File: src/rtl/control_fsm_if.sv
// Fetch/datapath-facing bundle of control_fsm: instruction handshake, ALU flags,
// memory completion, and the decoded control strobes.
interface control_fsm_if;
    logic [31:0] instr;
    logic        instr_valid;
    logic        instr_ready;
    logic        flag_z;
    logic        flag_c;
    logic        flag_s;
    logic        mem_done;
    logic [2:0]  ALUOp;
    logic [7:0]  func_code;
    logic        alu_src_imm;
    logic        mem_read;
    logic        mem_write;
    logic        reg_write;
    logic        pc_write;
    logic        illegal;
    logic        mem_err;
    logic        halted;

    modport master (
        output instr, instr_valid, flag_z, flag_c, flag_s, mem_done,
        input  instr_ready, ALUOp, func_code, alu_src_imm, mem_read, mem_write,
               reg_write, pc_write, illegal, mem_err, halted
    );

    modport slave (
        input  instr, instr_valid, flag_z, flag_c, flag_s, mem_done,
        output instr_ready, ALUOp, func_code, alu_src_imm, mem_read, mem_write,
               reg_write, pc_write, illegal, mem_err, halted
    );
endinterface

File: src/rtl/control_fsm.sv
// Multi-cycle KGP-RISC main control: accepts one instruction, decodes it into
// ALUOp/func_code and sequences EXEC, MEM and WB with registered strobes.
module control_fsm #(
    parameter int unsigned MEM_TIMEOUT = 16
) (
    input  logic         clk,
    input  logic         rst_n,
    control_fsm_if.slave bus
);

    typedef enum logic [2:0] {
        S_IDLE, S_DECODE, S_EXEC, S_MEM, S_WB, S_HALT
    } state_t;

    typedef enum logic [2:0] {
        K_ALU, K_LOAD, K_STORE, K_BRANCH, K_HALT
    } kind_t;

    localparam logic [2:0] ALUOP_NOP     = 3'b111;
    localparam logic [7:0] MEM_TIMEOUT_C = 8'(MEM_TIMEOUT);

    state_t      state_q, state_d;
    kind_t       kind_q, kind_d;
    logic [5:0]  opcode_q, opcode_d;
    logic [7:0]  func_q, func_d;
    logic [7:0]  mem_cnt_q, mem_cnt_d;
    logic        instr_ready_q, instr_ready_d;
    logic [2:0]  alu_op_q, alu_op_d;
    logic [7:0]  func_code_q, func_code_d;
    logic        alu_src_imm_q, alu_src_imm_d;
    logic        mem_read_q, mem_read_d;
    logic        mem_write_q, mem_write_d;
    logic        reg_write_q, reg_write_d;
    logic        pc_write_q, pc_write_d;
    logic        illegal_q, illegal_d;
    logic        mem_err_q, mem_err_d;
    logic        halted_q, halted_d;

    logic        func_legal;
    logic        dec_ok;
    kind_t       dec_kind;
    logic [2:0]  dec_alu_op;
    logic [7:0]  dec_func;
    logic        dec_imm;
    logic        br_taken;

    always_comb begin
        case (func_q)
            8'h01, 8'h02, 8'h04, 8'h08, 8'h10, 8'h40, 8'h80: func_legal = 1'b1;
            default:                                          func_legal = 1'b0;
        endcase
    end

    always_comb begin
        dec_ok     = 1'b1;
        dec_kind   = K_ALU;
        dec_alu_op = ALUOP_NOP;
        dec_func   = 8'h00;
        dec_imm    = 1'b0;
        case (opcode_q)
            6'd0: begin
                dec_ok     = func_legal;
                dec_alu_op = 3'b000;
                dec_func   = func_q;
            end
            6'd1: begin dec_alu_op = 3'b101; dec_imm = 1'b1; end
            6'd2: begin dec_alu_op = 3'b110; dec_imm = 1'b1; end
            6'd3: dec_alu_op = 3'b010;
            6'd4: dec_alu_op = 3'b011;
            6'd5: dec_alu_op = 3'b100;
            6'd6: begin dec_kind = K_LOAD;  dec_alu_op = 3'b001; dec_imm = 1'b1; end
            6'd7: begin dec_kind = K_STORE; dec_alu_op = 3'b001; dec_imm = 1'b1; end
            6'd16, 6'd17, 6'd18, 6'd19, 6'd20: dec_kind = K_BRANCH;
            6'd63: dec_kind = K_HALT;
            default: dec_ok = 1'b0;
        endcase
    end

    // Branch variant is the low opcode bits: br, bz, bnz, bcy, bltz.
    always_comb begin
        case (opcode_q[2:0])
            3'd0:    br_taken = 1'b1;
            3'd1:    br_taken = bus.flag_z;
            3'd2:    br_taken = !bus.flag_z;
            3'd3:    br_taken = bus.flag_c;
            3'd4:    br_taken = bus.flag_s;
            default: br_taken = 1'b0;
        endcase
    end

    always_comb begin
        state_d       = state_q;
        kind_d        = kind_q;
        opcode_d      = opcode_q;
        func_d        = func_q;
        mem_cnt_d     = mem_cnt_q;
        alu_op_d      = alu_op_q;
        func_code_d   = func_code_q;
        alu_src_imm_d = alu_src_imm_q;
        reg_write_d   = 1'b0;
        pc_write_d    = 1'b0;
        illegal_d     = 1'b0;
        mem_err_d     = 1'b0;

        case (state_q)
            S_IDLE: begin
                if (bus.instr_valid && instr_ready_q) begin
                    opcode_d = bus.instr[31:26];
                    func_d   = bus.instr[7:0];
                    state_d  = S_DECODE;
                end
            end
            S_DECODE: begin
                if (dec_ok) begin
                    state_d       = S_EXEC;
                    kind_d        = dec_kind;
                    alu_op_d      = dec_alu_op;
                    func_code_d   = dec_func;
                    alu_src_imm_d = dec_imm;
                end else begin
                    illegal_d = 1'b1;
                    state_d   = S_IDLE;
                end
            end
            S_EXEC: begin
                case (kind_q)
                    K_LOAD, K_STORE: begin
                        state_d   = S_MEM;
                        mem_cnt_d = 8'd1;
                    end
                    K_BRANCH: begin
                        pc_write_d = br_taken;
                        state_d    = S_IDLE;
                    end
                    K_HALT:  state_d = S_HALT;
                    default: begin
                        state_d     = S_WB;
                        reg_write_d = 1'b1;
                    end
                endcase
            end
            S_MEM: begin
                // A completion on the final allowed cycle wins over the timeout.
                if (bus.mem_done) begin
                    if (kind_q == K_LOAD) begin
                        state_d     = S_WB;
                        reg_write_d = 1'b1;
                    end else begin
                        state_d = S_IDLE;
                    end
                end else if (mem_cnt_q >= MEM_TIMEOUT_C) begin
                    mem_err_d = 1'b1;
                    state_d   = S_IDLE;
                end else begin
                    mem_cnt_d = mem_cnt_q + 8'd1;
                end
            end
            S_WB:    state_d = S_IDLE;
            S_HALT:  state_d = S_HALT;
            default: state_d = S_IDLE;
        endcase

        instr_ready_d = (state_d == S_IDLE);
        if (state_d == S_IDLE) begin
            alu_op_d      = ALUOP_NOP;
            func_code_d   = 8'h00;
            alu_src_imm_d = 1'b0;
        end
        mem_read_d  = (state_d == S_MEM) && (kind_q == K_LOAD);
        mem_write_d = (state_d == S_MEM) && (kind_q == K_STORE);
        halted_d    = (state_d == S_HALT);
    end

    always_ff @(posedge clk) begin
        if (!rst_n) begin
            state_q       <= S_IDLE;
            kind_q        <= K_ALU;
            opcode_q      <= 6'd0;
            func_q        <= 8'h00;
            mem_cnt_q     <= 8'd0;
            instr_ready_q <= 1'b0;
            alu_op_q      <= ALUOP_NOP;
            func_code_q   <= 8'h00;
            alu_src_imm_q <= 1'b0;
            mem_read_q    <= 1'b0;
            mem_write_q   <= 1'b0;
            reg_write_q   <= 1'b0;
            pc_write_q    <= 1'b0;
            illegal_q     <= 1'b0;
            mem_err_q     <= 1'b0;
            halted_q      <= 1'b0;
        end else begin
            state_q       <= state_d;
            kind_q        <= kind_d;
            opcode_q      <= opcode_d;
            func_q        <= func_d;
            mem_cnt_q     <= mem_cnt_d;
            instr_ready_q <= instr_ready_d;
            alu_op_q      <= alu_op_d;
            func_code_q   <= func_code_d;
            alu_src_imm_q <= alu_src_imm_d;
            mem_read_q    <= mem_read_d;
            mem_write_q   <= mem_write_d;
            reg_write_q   <= reg_write_d;
            pc_write_q    <= pc_write_d;
            illegal_q     <= illegal_d;
            mem_err_q     <= mem_err_d;
            halted_q      <= halted_d;
        end
    end

    assign bus.instr_ready = instr_ready_q;
    assign bus.ALUOp       = alu_op_q;
    assign bus.func_code   = func_code_q;
    assign bus.alu_src_imm = alu_src_imm_q;
    assign bus.mem_read    = mem_read_q;
    assign bus.mem_write   = mem_write_q;
    assign bus.reg_write   = reg_write_q;
    assign bus.pc_write    = pc_write_q;
    assign bus.illegal     = illegal_q;
    assign bus.mem_err     = mem_err_q;
    assign bus.halted      = halted_q;

endmodule
File: src/flat_wrapper.sv
// flat-port wrapper written by rule: the top's interface ports become plain ports
module control_fsm_flat 
#(
    parameter int unsigned MEM_TIMEOUT = 16
)
  (clk, rst_n, bus_instr, bus_instr_valid, bus_flag_z, bus_flag_c, bus_flag_s, bus_mem_done, bus_instr_ready, bus_ALUOp, bus_func_code, bus_alu_src_imm, bus_mem_read, bus_mem_write, bus_reg_write, bus_pc_write, bus_illegal, bus_mem_err, bus_halted);
  control_fsm_if bus_i ();
  input  logic clk;
  input  logic rst_n;
  input wire logic [$bits(bus_i.instr)-1:0] bus_instr;
  input wire logic [$bits(bus_i.instr_valid)-1:0] bus_instr_valid;
  input wire logic [$bits(bus_i.flag_z)-1:0] bus_flag_z;
  input wire logic [$bits(bus_i.flag_c)-1:0] bus_flag_c;
  input wire logic [$bits(bus_i.flag_s)-1:0] bus_flag_s;
  input wire logic [$bits(bus_i.mem_done)-1:0] bus_mem_done;
  output wire logic [$bits(bus_i.instr_ready)-1:0] bus_instr_ready;
  output wire logic [$bits(bus_i.ALUOp)-1:0] bus_ALUOp;
  output wire logic [$bits(bus_i.func_code)-1:0] bus_func_code;
  output wire logic [$bits(bus_i.alu_src_imm)-1:0] bus_alu_src_imm;
  output wire logic [$bits(bus_i.mem_read)-1:0] bus_mem_read;
  output wire logic [$bits(bus_i.mem_write)-1:0] bus_mem_write;
  output wire logic [$bits(bus_i.reg_write)-1:0] bus_reg_write;
  output wire logic [$bits(bus_i.pc_write)-1:0] bus_pc_write;
  output wire logic [$bits(bus_i.illegal)-1:0] bus_illegal;
  output wire logic [$bits(bus_i.mem_err)-1:0] bus_mem_err;
  output wire logic [$bits(bus_i.halted)-1:0] bus_halted;
  assign bus_i.instr = bus_instr;
  assign bus_i.instr_valid = bus_instr_valid;
  assign bus_i.flag_z = bus_flag_z;
  assign bus_i.flag_c = bus_flag_c;
  assign bus_i.flag_s = bus_flag_s;
  assign bus_i.mem_done = bus_mem_done;
  assign bus_instr_ready = bus_i.instr_ready;
  assign bus_ALUOp = bus_i.ALUOp;
  assign bus_func_code = bus_i.func_code;
  assign bus_alu_src_imm = bus_i.alu_src_imm;
  assign bus_mem_read = bus_i.mem_read;
  assign bus_mem_write = bus_i.mem_write;
  assign bus_reg_write = bus_i.reg_write;
  assign bus_pc_write = bus_i.pc_write;
  assign bus_illegal = bus_i.illegal;
  assign bus_mem_err = bus_i.mem_err;
  assign bus_halted = bus_i.halted;
  control_fsm #(.MEM_TIMEOUT(MEM_TIMEOUT)) u_core (.clk(clk), .rst_n(rst_n), .bus(bus_i));
endmodule
File: config.mk
export PLATFORM = sky130hd
export DESIGN_NAME = control_fsm_flat
export DESIGN_NICKNAME = d
export VERILOG_FILES = /design/src/rtl/control_fsm_if.sv /design/src/rtl/control_fsm.sv /design/src/flat_wrapper.sv
export SDC_FILE = /design/constraint.sdc
export NUM_CORES = 1
export LEC_CHECK = 0
export CORE_MARGIN = 2
export CORE_UTILIZATION = 60
export CTS_CLUSTER_SIZE = 40
export DETAILED_ROUTE_END_ITERATION = 10
export DONT_BUFFER_PORTS = 1
export HOLD_SLACK_MARGIN = 0.02
export PLACE_DENSITY = 0.76
export RECOVER_POWER = 25
export SYNTH_ARGS = -nofsm -noshare
export SYNTH_HDL_FRONTEND = slang
export SYNTH_SLANG_ARGS = --single-unit
File: constraint.sdc
create_clock -name clk -period 2.14 [get_ports clk]
set_input_delay 0.428 -clock clk [delete_from_list [all_inputs] [get_ports clk]]
set_output_delay 0.428 -clock clk [all_outputs]
set_load 0.1 [all_outputs]
==> results of run 1 <==
[worst register-to-register path, delay by kind of cell, from the launching register on]
kind	cells	cell delay (ps)
AOI/OAI and AO/OA	3	1000
DFF	1	370
and+or+nand+nor	2	500
[state kept, by name, indices dropped and copies added (netlist names), 3 cells and up]
signal,cells
u_core.bus.ALUOp,3
u_core.state_q,3
u_core.bus.func_code,8
u_core.func_q,8
u_core.opcode_q,6
u_core.mem_cnt_q,8
u_core.kind_q,3
[cell usage after synthesis (2+ instances only)]
cell type,count
xnor2_1,5
nor3_1,6
nor2_1,31
nor2b_1,15
or3_1,2
o2111ai_1,7
nand4_1,7
nand2_1,16
nor4bb_1,2
o21ai_0,6
dfxtp_1,48
nor2_2,2
and4_1,2
a31oi_1,15
ha_1,2
a21oi_1,12
a221oi_2,7
o2bb2ai_1,3
and2_1,2
a21o_1,2
o221ai_1,3
nor4_1,2
mux2i_1,16
or2_2,2
and3_1,6
xor2_1,3
inv_1,3
nor3b_1,4
clkbuf_1,13
buf_2,8
nand3_1,9
[power breakdown]
group          internal, W  switching [W]  leakage, nW
clock             0.000264       0.000292       0.0455
sequential        0.000918      0.0000323        0.389
combinational     0.000166       0.000263        0.653
[through the flow]
stage | worst slack [ps] | hold slack, ps
after floorplan | 209.8 | 452.4
after detailed placement | 138.4 | 482.7
final | 141.2 | 208.7
after CTS | 87.78 | 204.5
after global placement | 211.2 | 474.1
after global routing | -7.679 | 193.8
[cell type report]
cell class / instances / area, sq um / share of cell area (%)
repair buffers: 41 / 266.5 / 9.281
multi-input cells: 210 / 1474 / 51.33
well taps: 50 / 62.56 / 2.179
inverters: 4 / 15.01 / 0.5229
clock buffers: 8 / 90.09 / 3.137
flip-flops and latches: 48 / 963.4 / 33.55
[per-layer routing]
metal	up-vias	global-route usage [%]	wire, microns
li1	1109	-	-
met1	1038	33.30	2601
met2	90	36.22	2524
met3	17	4.971	387
met4	0	6.972	101
met5	-	0	0
[kinds of logic after synthesis]
family / synth area share [%]
compound gates: 22.53
mux: 6.296
fa+ha+maj: 0.9836
flops: 37.78
simple gates: 24.84
buf+inv: 4.821
xor+xnor: 2.755
[repair_timing]
action | CTS | global route
endpoints found under the setup margin | 0 | 5
buffers inserted | 0 | 2
hold buffers | 0 | 0
gates resized for setup | 0 | 1
[how the worst min path moves through the flow]
stage / start / slack, ps / end / cells after the start
3_5_place_dp: u_core.bus.func_code[5] / 480 / u_core.bus.func_code[5] / 1
5_1_grt: rst_n / 190 / u_core.bus.ALUOp[0] / 1
2_1_floorplan: u_core.mem_cnt_q[5] / 450 / u_core.mem_cnt_q[5] / 2
4_1_cts: rst_n / 200 / u_core.bus.ALUOp[1] / 1
3_3_place_gp: u_core.mem_cnt_q[5] / 470 / u_core.mem_cnt_q[5] / 2
6_report: rst_n / 210 / u_core.bus.ALUOp[0] / 1
[cells in the final DEF (no fill, tap or decap), types with 3 or more instances in the layout]
cell and instances:
nand3_1 9, a21oi_1 12, nor3b_1 3, clkbuf_8 6
o21ai_0 6, clkbuf_2 15, o2111ai_1 7, a31oi_1 15
and3_1 6, xnor2_1 5, mux2i_1 16, nand4_1 7
nor2_1 31, a221oi_2 7, nor3_1 6, nor2b_1 15
inv_1 3, clkbuf_1 3, nand2_1 16, o2bb2ai_1 3
dfxtp_1 46, o221ai_1 3, xor2_1 3, buf_4 25
==> metrics.txt, run 1 <==
Congestion Overflow GR=0; sequential share of the synthesized area=37.78%; CP max-delay cell=o32a_1; antenna-violating nets left=0; Worst slew margin=60.79%; fin cells=361; worst setup path end=u_core.bus.ALUOp[2]; cell family with most CP delay=compound AO/OA/AOI/OAI gates; # fillers=331; worst vdd rail ir drop=0.4976 mV; syn nets=326; Clk Latency, worst-skew pair=300 ps; Area after DPL=2806 sq um; CP bufs+invs=0; R2R Setup Slk=140 ps; IO Pins=59; Chip Width=69.11 microns; # DRC=0; crit-path max FO=7; design area=2872 sq um; CTS tree=built; Die H=69.11 microns; cts bufs inserted=5; root buffer cell=clkbuf_8; H-Tree Depth=2; drt first pass iters=5; I/O Buffers=0; Post-Place Cells=351; register bit count reported by yosys=48; core box area=4029 sq um; initial DRC count=227; actual slew at the worst max-slew pin=588.2 ps; RR Startpoint=u_core.opcode_q[0]; Vias=2254; Final Core Density=71.27%; antenna violations before repair=0; GP Congestion=0.9071; pin count of the biggest net entering global routing=19; Post-Syn Instances=285; Crit path depth=5; first-pass GRT wire length=9377 microns; drt total wl=5615 microns; fmax=500.3 MHz; ant diodes=0; Final Setup Violations=0; Yosys top cell by area=dfxtp_1; WL per Instance=15.55 microns; Crit. End Element=flip-flop; Mapped Area=2544 sq um; Final Max Slew Viols=0; run status=finished, final reports clean; starting density of the core=63.14%; dominant cells by area after synthesis=dfxtp_1 (38%), mux2i_1 (6.3%), nor2_1 (4.6%), a221oi_2 (4.1%), a31oi_1 (3.7%); Pleak=1.088 nW; reg2reg end=u_core.bus.ALUOp[2]; vias per inst=6.244; ys flop type=dfxtp_1; synthesis-to-layout area growth=12.89%; # clock sinks=48; Fin Setup TNS=0 ps; layout cells sized above 1=21.54%; Tmin final=1999 ps; Final Hold Viols=0; mean area per synthesized cell=8.925 sq um; crit path DAT=2170 ps; number of global-route vias before repair=2028; PwrDens=673.7 nW/um^2; Crit path required time=2310 ps; row cnt=23; warnings from Yosys=0; worst min path class=input pin to flip-flop; final clock skew=5.846 ps; placed wire-length estimate=4042 microns; crit path from=u_core.opcode_q[0]; R2R depth=5; power after layout=0.001935 W; clock transition at the registers of the reported paths=90 ps; Tot GR Track Use=23.57%; Clock Path Buffers=2; CP Cell Sequence=nor2_2, nand3_1, o32a_1, a21boi_1, o221ai_1; Post-synth ARST share=0%; full die area=4776 sq um; crit path kind=flip-flop to flip-flop; Yosys top cell area share=37.78%; Critical Path Start Type=flip-flop; max cap viols=0; Worst path max stage delay=460 ps; Post-synth EDFFs=0; Tcrit/Tclk final=93.40%; distinct cell type count after synthesis=55; nets@finish=351
No activity file was read; power rests on OpenSTA's default activity.
==> inputs of run 2 (changes only) <==
Settings changed: CTS_CLUSTER_DIAMETER from default to 150.
==> results of run 2 <==
Final layout, timing and power as in run 1 (identical DEF).
==> inputs of run 3 (changes only) <==
==> constraint.sdc (replaced) <==
create_clock -name clk -period 2.14 [get_ports clk]
set_input_delay 0.428 -clock clk [delete_from_list [all_inputs] [get_ports clk]]
set_output_delay 0.428 -clock clk [all_outputs]
set_load 0.01 [all_outputs]
==> run 3 against run 2 <==
  * Via count is 5.8% lower
  * Power down 1.9%
  * Clock skew up 8.2 ps
  * Die area unchanged
  * Wire length shrank 3.0%
  * Register-to-register slack hardly changed
  * Sequential power grew 0.5%
  * Fmax barely moved
  * Core utilization shrank 2.7 points
  * Final cell count is 5.5% lower
  * Largest power group unchanged
==> metrics.txt, run 3 (synthesized netlist as in run 1, its figures left out) <==
cts bufs inserted=5 (unchanged); antenna-violating nets left=0 (unchanged); I/O Buffers=0 (unchanged); crit path kind=flip-flop to flip-flop; synthesis-to-layout area growth=8.657%; design area=2764 sq um (-3.7%); Die H=69.11 microns (unchanged); RR Startpoint=u_core.opcode_q[4]; worst hold path depth=1 (unchanged); drt total wl=5444 microns (-3.0%); first-pass GRT wire length=9101 microns (-2.9%); antenna violations before repair=0 (unchanged); pin count of the biggest net entering global routing=17 (-2); # DRC=0 (unchanged); Clock Path Buffers=2 (unchanged); PwrDens=686.5 nW/um^2 (+1.9%); R2R Setup Slk=140 ps (about the same); core box area=4029 sq um (unchanged); most common cell after layout, fill and taps aside=dfxtp_1; Tmin final=2001 ps (+1.879 ps); Congestion Overflow GR=0 (unchanged); hold_sp=rst_n; final hold slack=192.1 ps (-16.64 ps); Worst slew margin=67.17% (+6.4 points); worst hold endpoint=u_core.bus.ALUOp[2]; number of global-route vias before repair=1957 (-3.5%); Area after DPL=2670 sq um (-4.9%); Chip Width=69.11 microns (unchanged); most frequent cells in the layout=dfxtp_1 (48), nor2_1 (31), buf_4 (21); layout cells sized above 1=16.49% (-5.0 points); H-Tree Depth=2 (unchanged); CP Cell Sequence=nor2_2, a2111oi_4, or2_1, buf_4, o2111ai_1, a221oi_1; crit path DAT=2210 ps (+40 ps); clock transition at the registers of the reported paths=90 ps (about the same); WL per Instance=15.96 microns (+2.6%); Final Core Density=68.60% (-2.7 points); crit-path max FO=9 (+2); drt first pass iters=4 (-1); R2R depth=6 (+1); vias per inst=6.229 (-0.24%); power after layout=0.001897 W (-1.9%); Clk Latency, worst-skew pair=310 ps (about the same); Vias=2124 (-5.8%); worst vdd rail ir drop=0.5007 mV (+0.63%); Crit path required time=2350 ps (+40 ps); Crit. End Element=flip-flop; initial DRC count=105 (-54%); row cnt=23 (unchanged); Final Max Slew Viols=0 (unchanged); Final Hold Viols=0 (unchanged); CTS Hold Bufs=0 (unchanged); # clock sinks=48 (unchanged); worst min path class=input pin to flip-flop; RSZ-0062 raised after global routing=no; Fin Setup TNS=0 ps (unchanged); Critical Path Start Type=flip-flop; Pleak=1.003 nW (-7.8%); root buffer cell=clkbuf_8; full die area=4776 sq um (unchanged); Worst path max stage delay=500 ps (+40 ps); PostCTS Resize Cnt=0 (unchanged); fmax=499.8 MHz (about the same); Final Setup Violations=0 (unchanged); starting density of the core=63.14% (unchanged); nets@finish=331 (-5.7%); Tot GR Track Use=22.84% (-0.72 points); placed wire-length estimate=3942 microns (-2.5%); max cap viols=0 (unchanged); CTS tree=built; final clock skew=14.06 ps (+8.211 ps); IO Pins=59 (unchanged); reg2reg end=u_core.bus.func_code[0]; postcts setup bufs=0 (unchanged); GP Congestion=0.8441 (-6.9%); actual slew at the worst max-slew pin=485.8 ps (-102.4 ps); run status=finished, final reports clean; ant diodes=0 (unchanged); CP max-delay cell=a2111oi_4; Tcrit/Tclk final=93.49% (about the same)
-- run 3: changes by cell type in the layout (fill, tap and decap cells not counted) --
cell and change:
dfxtp_1 +2, buf_4 -4, dfxtp_2 -2, clkbuf_1 -3, clkbuf_2 -15, a2111oi_1 +1, a2111oi_0 -1, clkinv_2 +2
-- run 3: critical path: cells and delay by family (launching register included) --
family / cells / cell delay [ps]
AO/OA/AOI/OAI: 3 / 940
buffers and inverters: 1 / 160
flip-flops: 1 / 490
AND/OR/NAND/NOR: 2 / 320
-- run 3: report_power, final --
| group | switching [W] | internal, W |
|---|---|---|
| clock | 0.000304 | 0.000258 |
| sequential | 0.0000379 | 0.000917 |
| combinational | 0.000224 | 0.000156 |
| total | 0.000566 | 0.00133 |
-- run 3: metrics by stage --
step	instances	setup WS (ps)
finish	341	139.3
global route	341	0.9817
CTS	341	123.6
detailed placement	333	148.7
global placement	333	172.4
floorplan	285	386.9
-- run 3: worst max path at each step --
stage,startpoint,end,cells after the start
2_1_floorplan,u_core.opcode_q[4],u_core.bus.func_code[1],8
3_3_place_gp,u_core.opcode_q[1],u_core.bus.func_code[0],6
3_5_place_dp,u_core.opcode_q[1],u_core.bus.func_code[0],6
4_1_cts,u_core.opcode_q[1],u_core.bus.func_code[0],6
5_1_grt,u_core.opcode_q[4],u_core.bus.func_code[0],6
6_report,u_core.opcode_q[4],u_core.bus.func_code[0],6
-- run 3: layout make-up --
type	count	area (sq um)
Tap cell	50	62.56
Timing Repair Buffer	21	157.7
Fill cell	331	1265
Multi-Input combinational cell	210	1475
Clock buffer	6	82.58
Clock inverter	2	10.01
Inverter	4	15.01
Sequential cell	48	960.9
-- run 3: per-layer routing --
layer | share of wire [%] | routed length (microns) | global-route usage, % | vias to the layer above
met5 | 0 | 0 | 0 | -
met4 | 0.84 | 46 | 5.229 | 0
met3 | 4.5 | 247 | 5.556 | 5
met2 | 46 | 2515 | 35.90 | 58
met1 | 48 | 2636 | 31.80 | 998
li1 | - | - | - | 1063
